`src/rtl/studio2_pkg.sv`:
```
// Shared constants and types for the boot/cart BRAM loader.
package studio2_pkg;

    localparam logic [1:0] ST_IDLE  = 2'd0;
    localparam logic [1:0] ST_LOAD  = 2'd1;
    localparam logic [1:0] ST_FLUSH = 2'd2;
    localparam logic [1:0] ST_DONE  = 2'd3;

    localparam logic [7:0] LOADER_IDX_ROM  = 8'd1;
    localparam logic [7:0] LOADER_IDX_CART = 8'd2;

    typedef struct packed {
        logic [15:0] addr;
        logic [7:0]  data;
    } bram_entry_t;

    localparam int ENTRY_W = $bits(bram_entry_t);

    function automatic logic [15:0] sat_inc16(input logic [15:0] v);
        return (v == 16'hFFFF) ? v : v + 16'd1;
    endfunction

endpackage

```
`src/rtl/sync_fifo.sv`:
```
// Single-clock FIFO; push and pop may coincide, overfull pushes and empty pops are ignored.
module sync_fifo #(
    parameter int WIDTH = 24,
    parameter int DEPTH = 4,
    localparam int AW = $clog2(DEPTH)
) (
    input  logic             clk,
    input  logic             reset,
    input  logic             push,
    input  logic [WIDTH-1:0] din,
    input  logic             pop,
    output logic [WIDTH-1:0] dout,
    output logic             full,
    output logic             empty,
    output logic [AW:0]      count
);

    logic [WIDTH-1:0] mem [DEPTH];
    logic [AW-1:0]    wr_ptr;
    logic [AW-1:0]    rd_ptr;
    logic             do_push;
    logic             do_pop;

    assign full    = (count == (AW+1)'(DEPTH));
    assign empty   = (count == '0);
    assign do_push = push && !full;
    assign do_pop  = pop && !empty;
    assign dout    = mem[rd_ptr];

    // Storage is not reset; empty/count gate every use of it.
    always_ff @(posedge clk) begin
        if (do_push) mem[wr_ptr] <= din;
    end

    always_ff @(posedge clk or posedge reset) begin
        if (reset) begin
            wr_ptr <= '0;
            rd_ptr <= '0;
            count  <= '0;
        end else begin
            if (do_push) wr_ptr <= wr_ptr + 1'b1;
            if (do_pop)  rd_ptr <= rd_ptr + 1'b1;
            case ({do_push, do_pop})
                2'b10:   count <= count + 1'b1;
                2'b01:   count <= count - 1'b1;
                default: count <= count;
            endcase
        end
    end

endmodule

```
`src/rtl/bram_loader.sv`:
```
// Feeds the 8-bit boot/cart BRAM init port from the HPS ioctl download stream,
// holding the CPU in reset until every accepted byte has been committed.
module bram_loader
    import studio2_pkg::*;
#(
    parameter logic [7:0]  INDEX        = LOADER_IDX_ROM,
    parameter int          HEADER_BYTES = 0,
    parameter logic [15:0] BASE_ADDR    = 16'h0000,
    parameter int          MAX_BYTES    = 513,
    parameter int          FIFO_DEPTH   = 4
) (
    input  logic        clk,
    input  logic        reset,
    input  logic        ioctl_download,
    input  logic [7:0]  ioctl_index,
    input  logic        ioctl_wr,
    input  logic [24:0] ioctl_addr,
    input  logic [7:0]  ioctl_dout,
    output logic        ioctl_wait,
    output logic        bram_download,
    output logic        bram_wr,
    output logic [15:0] bram_init_address,
    output logic [7:0]  bram_din,
    input  logic        bram_ready,
    output logic        cpu_hold,
    output logic        load_done,
    output logic        load_error,
    output logic [15:0] byte_count,
    output logic [7:0]  checksum
);

    localparam int CW = $clog2(FIFO_DEPTH) + 1;

    logic [1:0]    state;
    logic          in_vld;
    logic [24:0]   in_addr;
    logic [7:0]    in_data;
    logic [24:0]   offset;
    logic          in_hdr;
    logic          in_oor;
    logic          push_req;
    logic          pop;
    logic          start;
    logic          fifo_full;
    logic          fifo_empty;
    logic [CW-1:0] fifo_count;
    bram_entry_t   push_entry;
    bram_entry_t   head;

    assign start  = (state == ST_IDLE) && ioctl_download && (ioctl_index == INDEX);
    assign offset = in_addr - 25'(HEADER_BYTES);

    generate
        if (HEADER_BYTES == 0) begin : g_nohdr
            assign in_hdr = 1'b0;
        end else begin : g_hdr
            assign in_hdr = (in_addr < 25'(HEADER_BYTES));
        end
    endgenerate

    assign in_oor          = !in_hdr && (offset >= 25'(MAX_BYTES));
    assign push_req        = in_vld && !in_hdr && !in_oor;
    assign push_entry.addr = BASE_ADDR + offset[15:0];
    assign push_entry.data = in_data;

    sync_fifo #(
        .WIDTH (ENTRY_W),
        .DEPTH (FIFO_DEPTH)
    ) u_fifo (
        .clk   (clk),
        .reset (reset),
        .push  (push_req),
        .din   (push_entry),
        .pop   (pop),
        .dout  (head),
        .full  (fifo_full),
        .empty (fifo_empty),
        .count (fifo_count)
    );

    // Head fields are masked so the port reads zero while nothing is queued.
    assign bram_wr           = !fifo_empty;
    assign pop               = bram_wr && bram_ready;
    assign bram_init_address = bram_wr ? head.addr : 16'h0000;
    assign bram_din          = bram_wr ? head.data : 8'h00;
    assign load_done         = (state == ST_DONE);

    // One slot of headroom so a strobe already in flight when wait rises still fits.
    always_comb begin
        ioctl_wait = 1'b0;
        case (state)
            ST_LOAD:  ioctl_wait = (({1'b0, fifo_count} + {{CW{1'b0}}, in_vld})
                                    >= (CW+1)'(FIFO_DEPTH - 1));
            ST_FLUSH: ioctl_wait = 1'b1;
            default:  ioctl_wait = 1'b0;
        endcase
    end

    always_ff @(posedge clk or posedge reset) begin
        if (reset) begin
            state         <= ST_IDLE;
            in_vld        <= 1'b0;
            in_addr       <= '0;
            in_data       <= '0;
            cpu_hold      <= 1'b0;
            bram_download <= 1'b0;
            load_error    <= 1'b0;
            byte_count    <= '0;
            checksum      <= '0;
        end else begin
            in_vld <= (state == ST_LOAD) && ioctl_wr;
            if (ioctl_wr) begin
                in_addr <= ioctl_addr;
                in_data <= ioctl_dout;
            end

            if (pop) begin
                byte_count <= sat_inc16(byte_count);
                checksum   <= checksum + head.data;
            end

            if ((in_vld && in_oor) || (push_req && fifo_full))
                load_error <= 1'b1;

            case (state)
                ST_IDLE: if (start) begin
                    state         <= ST_LOAD;
                    cpu_hold      <= 1'b1;
                    bram_download <= 1'b1;
                    byte_count    <= '0;
                    checksum      <= '0;
                    load_error    <= 1'b0;
                end
                ST_LOAD: if (!ioctl_download) state <= ST_FLUSH;
                ST_FLUSH: if (fifo_empty && !in_vld) begin
                    state         <= ST_DONE;
                    bram_download <= 1'b0;
                end
                default: begin
                    state    <= ST_IDLE;
                    cpu_hold <= 1'b0;
                end
            endcase
        end
    end

endmodule

```
`config.mk`:
```
export PLATFORM = sky130hd
export DESIGN_NAME = bram_loader
export DESIGN_NICKNAME = d
export VERILOG_FILES = /design/src/rtl/studio2_pkg.sv /design/src/rtl/sync_fifo.sv /design/src/rtl/bram_loader.sv
export SDC_FILE = /design/constraint.sdc
export NUM_CORES = 1
export LEC_CHECK = 0
export BUFFER_PORTS_ARGS = -buffer_cell sky130_fd_sc_hd__buf_4
export CAP_MARGIN = 20
export CORE_MARGIN = 5
export CORE_UTILIZATION = 40
export CTS_BUF_LIST = sky130_fd_sc_hd__clkbuf_16
export CTS_CLUSTER_DIAMETER = 50
export CTS_CLUSTER_SIZE = 12
export DETAILED_ROUTE_END_ITERATION = 16
export GPL_TIMING_DRIVEN = 0
export PLACE_DENSITY = 0.7
export SYNTH_ARGS = -nofsm -noshare
export SYNTH_HDL_FRONTEND = slang
export SYNTH_SLANG_ARGS = --single-unit
export TNS_END_PERCENT = 10
```
`constraint.sdc`:
```
create_clock -name clk -period 3.2 [get_ports clk]
set_clock_uncertainty 0.15 [all_clocks]
set_input_delay 0.64 -clock clk [delete_from_list [all_inputs] [get_ports clk]]
set_output_delay 0.64 -clock clk [all_outputs]
set_load 0.005 [all_outputs]
```
==> results.ini, run 1 <==
[sta]
tightest_slew_ns=0.9039
slew_viol_final=0
rsz0062_at_grt=false
finalCritPeriodShare=0.9271
period_needed_ns=2.967
hold_violations=0
max_freq_mhz=337.1
relSlewSlack=0.3918
setup_viol=0

[layout]
multi_input_area_mm2=0.002385
syn_to_final_growth_pct=24.00
layout-drive-gt1-share=0.3488
n_antenna_cell=0
register_area_mm2=0.004636
fill_cells=1424
fin_area_mm2=0.008812
fin_util=0.5077
nets=659

[die]
die_width_um=143.3
pin_count=100
rows=48
start_util=0.4095
dieHeight_um=143.3
core_area_mm2=0.01736
die_area_mm2=0.02053

[setup_path]
endpoint_kind=primary output
rrSetupSlack_ns=0.28
cp_max_fo=10
crit_type=reg -> out
reg2reg_depth=8
arrival_ns=2.18
reg2reg_to=checksum[6]
startpoint_type=flop
r2r-start=u_fifo.rd_ptr[0]
worst_ep_required_time_ns=2.41

[grt]
grt_pass1_vias=4549
grt_overflow=0
grt_max_degree=37
grt_pass1_wl_um=24010
antenna_found_initial=0
gr-usage-all-layers=0.1537

[drt]
drt_iter0_markers=217
viasPerCell=5.201
remaining_drc_errors=0
vias=4317
ant_nets=0
wirelength_um=14950
drtPass1Iterations=4
wl_per_cell_um=18.01

[synth]
synth_simple_gate_area_frac=0.1014
yosysWarningCount=0
synth_area_leader_cell=edfxtp_1
netlist_top_cells_area=edfxtp_1 (41%), dfrtp_1 (25%), mux4_2 (7.6%)
synth-seq-cells=166
synthesis.nets=538
ys.flop_type=edfxtp_1
yosysUniqueCellTypes=48
synth_top_family_by_area=multiplexers
synth-edff-count=96
syn-cell-area_mm2=0.007107
synth_top_area_frac=0.4056
syn_avg_cell_area_um2=15.09
synth_compound_area_frac=0.03609
async_reset_ff_frac=0.4217
synth-xor-area-share=0.02465
synth_mux_area_frac=0.1298
ys_seq_area_frac=0.6521
synthCells=471
synth_fa_ha_area_frac=0.03908

[cts]
clock_latency_ns=0.42
numClockSinks=166
root_buffer=clkbuf_16
cts_tree=built
clock_path_buffers=2
numCtsBuffers=17
htreeDepth=4
cts.clk_slew.worst_paths_ns=0.07
cts_setup_buffers=0
cts_hold_buf=0

[place]
place_congestion=0.8690
numPortBuffers=98
place_area_mm2=0.008210
hpwl_um=10490

[power_and_ir_drop]
p_leak_uw=0.003441
powerDensity_mw_per_mm2=789.8
p_total_uw=6960
ir_worst_vdd_mv=0.4814

[outcome]
status=completed

[flow_run]
maxCapViolations=0

[worst_hold_path]
hp-class=in -> async

## timing repair
action	4_1_cts	5_1_grt
gates cloned	0	0
pin swaps	0	1
resized for setup	9	7
setup endpoints to repair	120	64
## cell usage in the layout (no fill, tap or decap), types with 14 or more instances in the layout
cell type,count
buf_4,99
dfrtp_1,69
clkbuf_16,17
nor3_1,14
ha_1,19
edfxtp_1,96
nand2_1,21
nor2_1,22
and2_1,26
mux2_2,33
mux4_2,24
xnor2_1,15
## synth_stat cells (3+ instances only)
library cell   n
edfxtp_1      96
dfrtp_1       70
mux2_2        33
and2_1        26
mux4_2        24
nand2_1       22
nor2_1        22
ha_1          19
xnor2_1       15
clkbuf_1      14
nor3_1        14
inv_1         12
o21ai_0       12
a21oi_1       11
nand3_1       11
and3_1         8
nor4_1         8
a211oi_1       5
xor2_1         5
nand4_1        4
or3_1          4
buf_2          3
o21a_1         3
## kinds of logic after synthesis
kind of cell / Yosys count
multiplexers: 58
XOR/XNOR: 20
buffers and inverters: 31
AO/OA/AOI/OAI: 41
adder cells (fa/ha/maj): 21
AND/OR/NAND/NOR: 134
flip-flops: 166
## cell type report
cell class / count / share of cell area
plain buffers: 17 / 0.008377
multi-input cells: 274 / 0.2706
inverters: 12 / 0.005821
repair buffers: 104 / 0.09300
flip-flops and latches: 166 / 0.5261
clock buffers: 17 / 0.04827
clock inverters: 15 / 0.01590
well taps: 225 / 0.03195
## critical path, stage by stage, from the launching register on
cell	delay (ns)
dfrtp_2	0.51
buf_2	0.36
mux4_2	0.55
and2_1	0.19
buf_4	0.14
## per-layer routing
layer,up-vias,part of all wire,routed length [um],GRT usage
li1,2005,-,-,-
met1,2198,0.43,6382,0.1867
met2,92,0.51,7676,0.2705
met3,22,0.043,637,0.03428
met4,0,0.017,250,0.05550
met5,-,0,0,0
## through the flow
stage	TNS (ns)	setup WS (ns)	hold slack, ns	std cells
2_1_floorplan	0	0.2636	0.3224	471
4_1_cts	0	0.01013	0.1094	830
6_report	0	0.2331	0.09470	830
3_5_place_dp	-37.95	-0.4953	0.3474	800
5_1_grt	0	0.03180	0.1365	830
3_3_place_gp	-95.65	-0.7291	0.3398	794
## how the worst max path moves through the flow
| stage | start | end | cells past startpoint |
|---|---|---|---|
| 3_5_place_dp | in_addr[0] | u_fifo.mem[0][8] | 6 |
| 2_1_floorplan | u_fifo.rd_ptr[0] | checksum[6] | 9 |
| 5_1_grt | in_addr[0] | u_fifo.count[1] | 9 |
| 4_1_cts | u_fifo.rd_ptr[0] | bram_init_address[9] | 4 |
| 6_report | u_fifo.rd_ptr[0] | bram_init_address[9] | 4 |
| 3_3_place_gp | in_addr[0] | u_fifo.mem[0][14] | 4 |
## where the power goes
group / internal [uW] / switching, uW / leakage, uW
Combinational: 1240 / 1060 / 0.00145
Clock: 1030 / 920 / 0.000278
Sequential: 2480 / 234 / 0.00171
## sequential cells by signal, summed over array words and instances (netlist names)
| signal | cells |
|---|---|
| u_fifo.mem | 96 |
| u_fifo.wr_ptr | 2 |
| in_vld | 1 |
| state | 2 |
| in_data | 8 |
| u_fifo.rd_ptr | 2 |
| u_fifo.count | 3 |
| bram_download | 1 |
| in_addr | 25 |
| byte_count | 16 |
| load_error | 1 |
| cpu_hold | 1 |
| checksum | 8 |
(Power assumes the default switching activity.)
==> run 2: changes to the inputs <==
--- a/config.mk
+++ b/config.mk
@@ -13,7 +13,7 @@
 export CTS_CLUSTER_DIAMETER = 50
 export CTS_CLUSTER_SIZE = 12
 export DETAILED_ROUTE_END_ITERATION = 16
-export GPL_TIMING_DRIVEN = 0
+export GPL_TIMING_DRIVEN = 1
 export PLACE_DENSITY = 0.7
 export SYNTH_ARGS = -nofsm -noshare
 export SYNTH_HDL_FRONTEND = slang
==> run 2 against run 1 <==
Against the previous run: global-route usage about the same; sequential power about the same; non-clock buffer count down 5; critical path depth up 6; maximum frequency about the same; total power up 3.6%; flip-flop and latch count unchanged; first-iteration DRC count up 22%; combinational power about the same; cell count down 0.60%; register-to-register slack worse by 0.05 ns; die area unchanged; largest cell class unchanged; highest routed layer unchanged.
==> results.ini, run 2 (same netlist as run 1, synthesis figures left out) <==
[die]
dieHeight_um=143.3  ; unchanged
die_area_mm2=0.02053  ; unchanged
start_util=0.4095  ; unchanged
core_area_mm2=0.01736  ; unchanged
rows=48  ; unchanged
pin_count=100  ; unchanged
die_width_um=143.3  ; unchanged

[sta]
max_freq_mhz=337.3  ; was 337.1 MHz
tns_ns=0  ; unchanged
finalCritPeriodShare=0.9266  ; was 0.9271
setup_viol=0  ; unchanged
rsz0062_at_grt=false  ; unchanged
period_needed_ns=2.965  ; was 2.967 ns
relSlewSlack=0.5482  ; was 0.3918
tightest_slew_ns=0.6767  ; was 0.9039 ns
slew_viol_final=0  ; unchanged
hold_violations=0  ; unchanged

[cts]
htreeDepth=4  ; unchanged
numCtsBuffers=17  ; unchanged
cts_hold_buf=0  ; unchanged
root_buffer=clkbuf_16  ; unchanged
cts.clk_slew.worst_paths_ns=0.07  ; about the same
clock_latency_ns=0.42  ; about the same
cts_tree=built  ; unchanged
cts_setup_buffers=0  ; unchanged
clock_path_buffers=2  ; unchanged
numClockSinks=166  ; unchanged

[setup_path]
reg2reg_to=u_fifo.count[1]  ; was checksum[6]
cp-endpoint=u_fifo.count[1]  ; was bram_init_address[9]
r2r-start=in_addr[0]  ; was u_fifo.rd_ptr[0]
startpoint_type=flop  ; unchanged
rrSetupSlack_ns=0.23  ; was 0.28 ns
setup.worst_path.start=in_addr[0]  ; was u_fifo.rd_ptr[0]
worst_ep_required_time_ns=3.38  ; was 2.41 ns
crit_type=reg -> reg  ; was reg -> out
arrival_ns=3.15  ; was 2.18 ns
reg2reg_depth=10  ; was 8
cp_max_fo=7  ; was 10
endpoint_kind=flop  ; was primary output

[grt]
gr-usage-all-layers=0.1537  ; about the same
grt_overflow=0  ; unchanged
grt_pass1_wl_um=24150  ; was 24010 um
grt_max_degree=42  ; was 37
grt_pass1_vias=4513  ; was 4549
antenna_found_initial=0  ; unchanged

[flow_run]
maxCapViolations=0  ; unchanged

[layout]
register_area_mm2=0.004636  ; unchanged
multi_input_area_mm2=0.002366  ; was 0.002385 mm2
largest-register=u_fifo.mem  ; unchanged
n_antenna_cell=0  ; unchanged
nets=654  ; was 659
reg_top3=u_fifo.mem x96, in_addr x25, byte_count x16  ; unchanged
fin_area_mm2=0.008855  ; was 0.008812 mm2
final_common_cell=buf_4  ; unchanged
largest_reg_flops=96  ; unchanged
layout_common_cells=buf_4 (114), edfxtp_1 (96), dfrtp_1 (69), mux2_2 (33), and2_1 (26)  ; was buf_4 (99), edfxtp_1 (96), dfrtp_1 (69), mux2_2 (33), and2_1 (26)
layout-drive-gt1-share=0.3533  ; was 0.3488
fill_cells=1428  ; was 1424
syn_to_final_growth_pct=24.60  ; was 24.00%

[place]
hpwl_um=10400  ; was 10490 um
place_congestion=0.8179  ; was 0.8690
numPortBuffers=99  ; was 98
place_area_mm2=0.008204  ; was 0.008210 mm2

[outcome]
status=completed  ; unchanged

[drt]
drt_iter0_markers=264  ; was 217
viasPerCell=5.206  ; was 5.201
dr_wl_met3_um=685  ; was 637 um
ant_nets=0  ; unchanged
routed.top_layer=met4  ; unchanged
remaining_drc_errors=0  ; unchanged
wl_per_cell_um=18.38  ; was 18.01 um
wirelength_um=15170  ; was 14950 um
drtPass1Iterations=4  ; unchanged
vias=4295  ; was 4317
met1_length_um=6336  ; was 6382 um
wl_met2_um=7995  ; was 7676 um

[power_and_ir_drop]
ir_worst_vdd_mv=0.4120  ; was 0.4814 mV
powerDensity_mw_per_mm2=813.9  ; was 789.8 mW/mm2
p_leak_uw=0.003510  ; was 0.003441 uW

[worst_hold_path]
hp-class=in -> async  ; unchanged

## run 2: changes by cell type in the layout (fill, tap and decap cells not counted), sizes merged
cell,previous run,this run
buf,109,116
bufinv,0,4
clkbuf,29,17
clkinv,4,3
clkinvlp,3,1
inv,20,19
## run 2: critical path, stage by stage (launching register included)
cell and delay (ns):
dfrtp_1 0.45, nor4_2 0.39, nand3_1 0.16, a2111oi_1 0.43, buf_4 0.21, and2_1 0.19, inv_1 0.06, ha_1 0.20
inv_1 0.07, fa_1 0.40, o21ai_0 0.16
## run 2: worst min path at each step
stage | from | endpoint | slack [ns]
after detailed placement | in_addr[24] | in_addr[24] | 0.35
after CTS | reset | byte_count[15] | 0.18
final | reset | byte_count[15] | 0.17
after floorplan | in_data[0] | u_fifo.mem[0][0] | 0.32
after global routing | reset | byte_count[14] | 0.23
after global placement | in_data[1] | u_fifo.mem[3][1] | 0.34
## run 2: metal layers
layer  up-vias  global-route usage
li1       2008                   -
met1      2171              0.1922
met2       105              0.2671
met3        11             0.03627
met4         0             0.04708
met5         -                   0
## run 2: cell type report
class / count / share of cell area
Clock buffer: 17 / 0.04804
Inverter: 12 / 0.005087
Tap cell: 225 / 0.03179
Sequential cell: 166 / 0.5235
Multi-Input combinational cell: 274 / 0.2672
Clock inverter: 15 / 0.02416
Timing Repair Buffer: 116 / 0.1002
## run 2: timing repair
item	in CTS	in global routing
hold endpoints to repair	0	0
gates resized for setup	0	3
endpoints found under the setup margin	0	4
## run 2: where the power goes
| group | switching, uW | total, uW | internal (uW) |
|---|---|---|---|
| Clock | 865 | 2190 | 1330 |
| Sequential | 248 | 2720 | 2480 |
| Combinational | 1040 | 2290 | 1250 |
## run 2: stage by stage
stage	util	std cells	power [uW]	setup WS [ns]	hold slack (ns)
2_1_floorplan	-	471	4131	0.2636	0.3224
3_3_place_gp	0.4727	793	4984	0.2565	0.3362
3_5_place_dp	0.4727	793	5066	0.1617	0.3478
4_1_cts	0.5095	825	7279	0.05953	0.1782
5_1_grt	0.5102	825	7610	0.06344	0.2324
6_report	0.5102	825	7207	0.2350	0.1698
==> run 3: changes to the inputs <==
--- a/config.mk
+++ b/config.mk
@@ -8,13 +8,13 @@
 export BUFFER_PORTS_ARGS = -buffer_cell sky130_fd_sc_hd__buf_4
 export CAP_MARGIN = 20
 export CORE_MARGIN = 5
-export CORE_UTILIZATION = 40
+export CORE_UTILIZATION = 45
 export CTS_BUF_LIST = sky130_fd_sc_hd__clkbuf_16
 export CTS_CLUSTER_DIAMETER = 50
 export CTS_CLUSTER_SIZE = 12
 export DETAILED_ROUTE_END_ITERATION = 16
 export GPL_TIMING_DRIVEN = 1
-export PLACE_DENSITY = 0.7
+export PLACE_DENSITY = 0.76
 export SYNTH_ARGS = -nofsm -noshare
 export SYNTH_HDL_FRONTEND = slang
 export SYNTH_SLANG_ARGS = --single-unit
==> run 3 against run 2 <==
Against the previous run: count of clock-buffer cells in the layout did not move; hold slack got worse by 0.018 ns; cell count fell by 1.1%; combinational power rose by 2%.
==> results.ini, run 3 (same netlist as run 1, synthesis figures left out) <==
[sta]
holdWs_ns=0.1518  ; was 0.1698 ns
finalCritPeriodShare=0.9407  ; was 0.9266
slew_viol_final=0  ; unchanged
setup_viol=0  ; unchanged
tns_ns=0  ; unchanged
period_needed_ns=3.010  ; was 2.965 ns
tightest_slew_ns=0.6522  ; was 0.6767 ns
hold_violations=0  ; unchanged
rsz0062_at_grt=false  ; unchanged
relSlewSlack=0.5646  ; was 0.5482
max_freq_mhz=332.2  ; was 337.3 MHz

[setup_path]
endpoint_kind=primary output  ; was flop
reg2reg_depth=10  ; unchanged
startpoint_type=flop  ; unchanged
cp_max_fo=12  ; was 7
worst_ep_required_time_ns=2.41  ; was 3.38 ns
crit_type=reg -> out  ; was reg -> reg
arrival_ns=2.22  ; was 3.15 ns

[die]
start_util=0.4523  ; was 0.4095
die_area_mm2=0.01841  ; was 0.02053 mm2
core_area_mm2=0.01571  ; was 0.01736 mm2
rows=46  ; was 48
pin_count=100  ; unchanged
dieHeight_um=135.7  ; was 143.3 um
die_width_um=135.7  ; was 143.3 um

[power_and_ir_drop]
ir_worst_vdd_mv=0.5625  ; was 0.4120 mV
powerDensity_mw_per_mm2=808.8  ; was 813.9 mW/mm2
p_leak_uw=0.003494  ; was 0.003510 uW

[place]
numPortBuffers=99  ; unchanged
hpwl_um=10150  ; was 10400 um
place_congestion=0.8619  ; was 0.8179

[cts]
cts.clk_slew.worst_paths_ns=0.07  ; about the same
numClockSinks=166  ; unchanged
htreeDepth=4  ; unchanged
numCtsBuffers=17  ; unchanged
cts_tree=built  ; unchanged
clock_latency_ns=0.44  ; was 0.42 ns
cts_setup_buffers=0  ; unchanged
root_buffer=clkbuf_16  ; unchanged
clock_path_buffers=2  ; unchanged

[layout]
layout-drive-gt1-share=0.3550  ; was 0.3533
fill_cells=1235  ; was 1428
reg_top3=u_fifo.mem x96, in_addr x25, byte_count x16  ; unchanged
nets=654  ; unchanged
largest-register=u_fifo.mem  ; unchanged
final_common_cell=buf_4  ; unchanged
n_antenna_cell=0  ; unchanged
layout_common_cells=buf_4 (112), edfxtp_1 (96), dfrtp_1 (69), mux2_2 (33), and2_1 (26)  ; was buf_4 (114), edfxtp_1 (96), dfrtp_1 (69), mux2_2 (33), and2_1 (26)
syn_to_final_growth_pct=24.45  ; was 24.60%
largest_reg_flops=96  ; unchanged

[grt]
grt_overflow=0  ; unchanged
gr-usage-all-layers=0.1751  ; was 0.1537
grt_max_degree=43  ; was 42
grt_pass1_vias=4547  ; was 4513
grt_pass1_wl_um=24130  ; was 24150 um
antenna_found_initial=0  ; unchanged

[outcome]
status=completed  ; unchanged

[drt]
ant_nets=0  ; unchanged
vias=4333  ; was 4295
drtPass1Iterations=4  ; unchanged
drt_iter0_markers=244  ; was 264
remaining_drc_errors=0  ; unchanged
viasPerCell=5.310  ; was 5.206
wirelength_um=15070  ; was 15170 um
wl_per_cell_um=18.47  ; was 18.38 um

[flow_run]
maxCapViolations=0  ; unchanged

[worst_hold_path]
hp-class=in -> async  ; unchanged

==> run 3: changes by cell type in the layout (fill, tap and decap cells not counted), sizes merged <==
cell | before | now
clkinv | 3 | 4
clkinvlp | 1 | 2
bufinv | 4 | 2
==> run 3: metal layers <==
metal	share of wire	GRT usage	wire length, um
met5	0	0	0
met4	0.0090	0.04871	135
met3	0.075	0.06055	1127
met2	0.51	0.2973	7670
met1	0.41	0.2137	6135
==> run 3: worst max-delay path: stages (launching register included) <==
cell     delay (ns)
dfrtp_2        0.45
buf_4          0.23
buf_6          0.24
mux4_2         0.54
and2_1         0.20
buf_4          0.14
==> run 3: what timing repair did <==
action	4_1_cts	5_1_grt
cloned	0	0
pin swaps	0	0
gates resized for setup	1	3
endpoints found under the setup margin	1	7
hold buffers	0	0
==> run 3: path summary, 6_finish.rpt <==
path                             startpoint                    to  slack (ns)
max                        u_fifo.rd_ptr[0]  bram_init_address[5]        0.19
min                                   reset              cpu_hold        0.15
max reg2reg                      in_addr[0]       u_fifo.count[1]        0.19
max in group asynchronous             reset      u_fifo.rd_ptr[0]        2.07
min in group clk             ioctl_addr[10]           in_addr[10]        0.28
min reg2reg                      load_error            load_error        0.35
==> run 3: cell type report <==
cell class              instances  area, um2  share of cell area
repair buffers                116      912.1              0.1031
flip-flops and latches        166       4636              0.5241
inverters                      12      45.04            0.005093
clock inverters                15      190.2             0.02150
clock buffers                  17      425.4             0.04810
well taps                     216      270.3             0.03056
multi-input cells             274       2366              0.2675
==> run 3: power by group <==
group / switching (uW) / internal [uW]
Clock: 908 / 1190
Combinational: 1070 / 1270
Sequential: 246 / 2480
==> run 3: stage by stage <==
stage | power, uW | worst slack (ns) | std cells | cell area [um2] | utilization
final | 7153 | 0.1896 | 816 | 8845 | 0.5629
after global routing | 7571 | 0.005024 | 816 | 8845 | 0.5629
after CTS | 7226 | 0.06832 | 816 | 8836 | 0.5624
after detailed placement | 5102 | 0.1741 | 784 | 8217 | 0.5229
after global placement | 5008 | 0.2576 | 784 | 8217 | 0.5229
after floorplan | 4131 | 0.2636 | 471 | 7107 | -
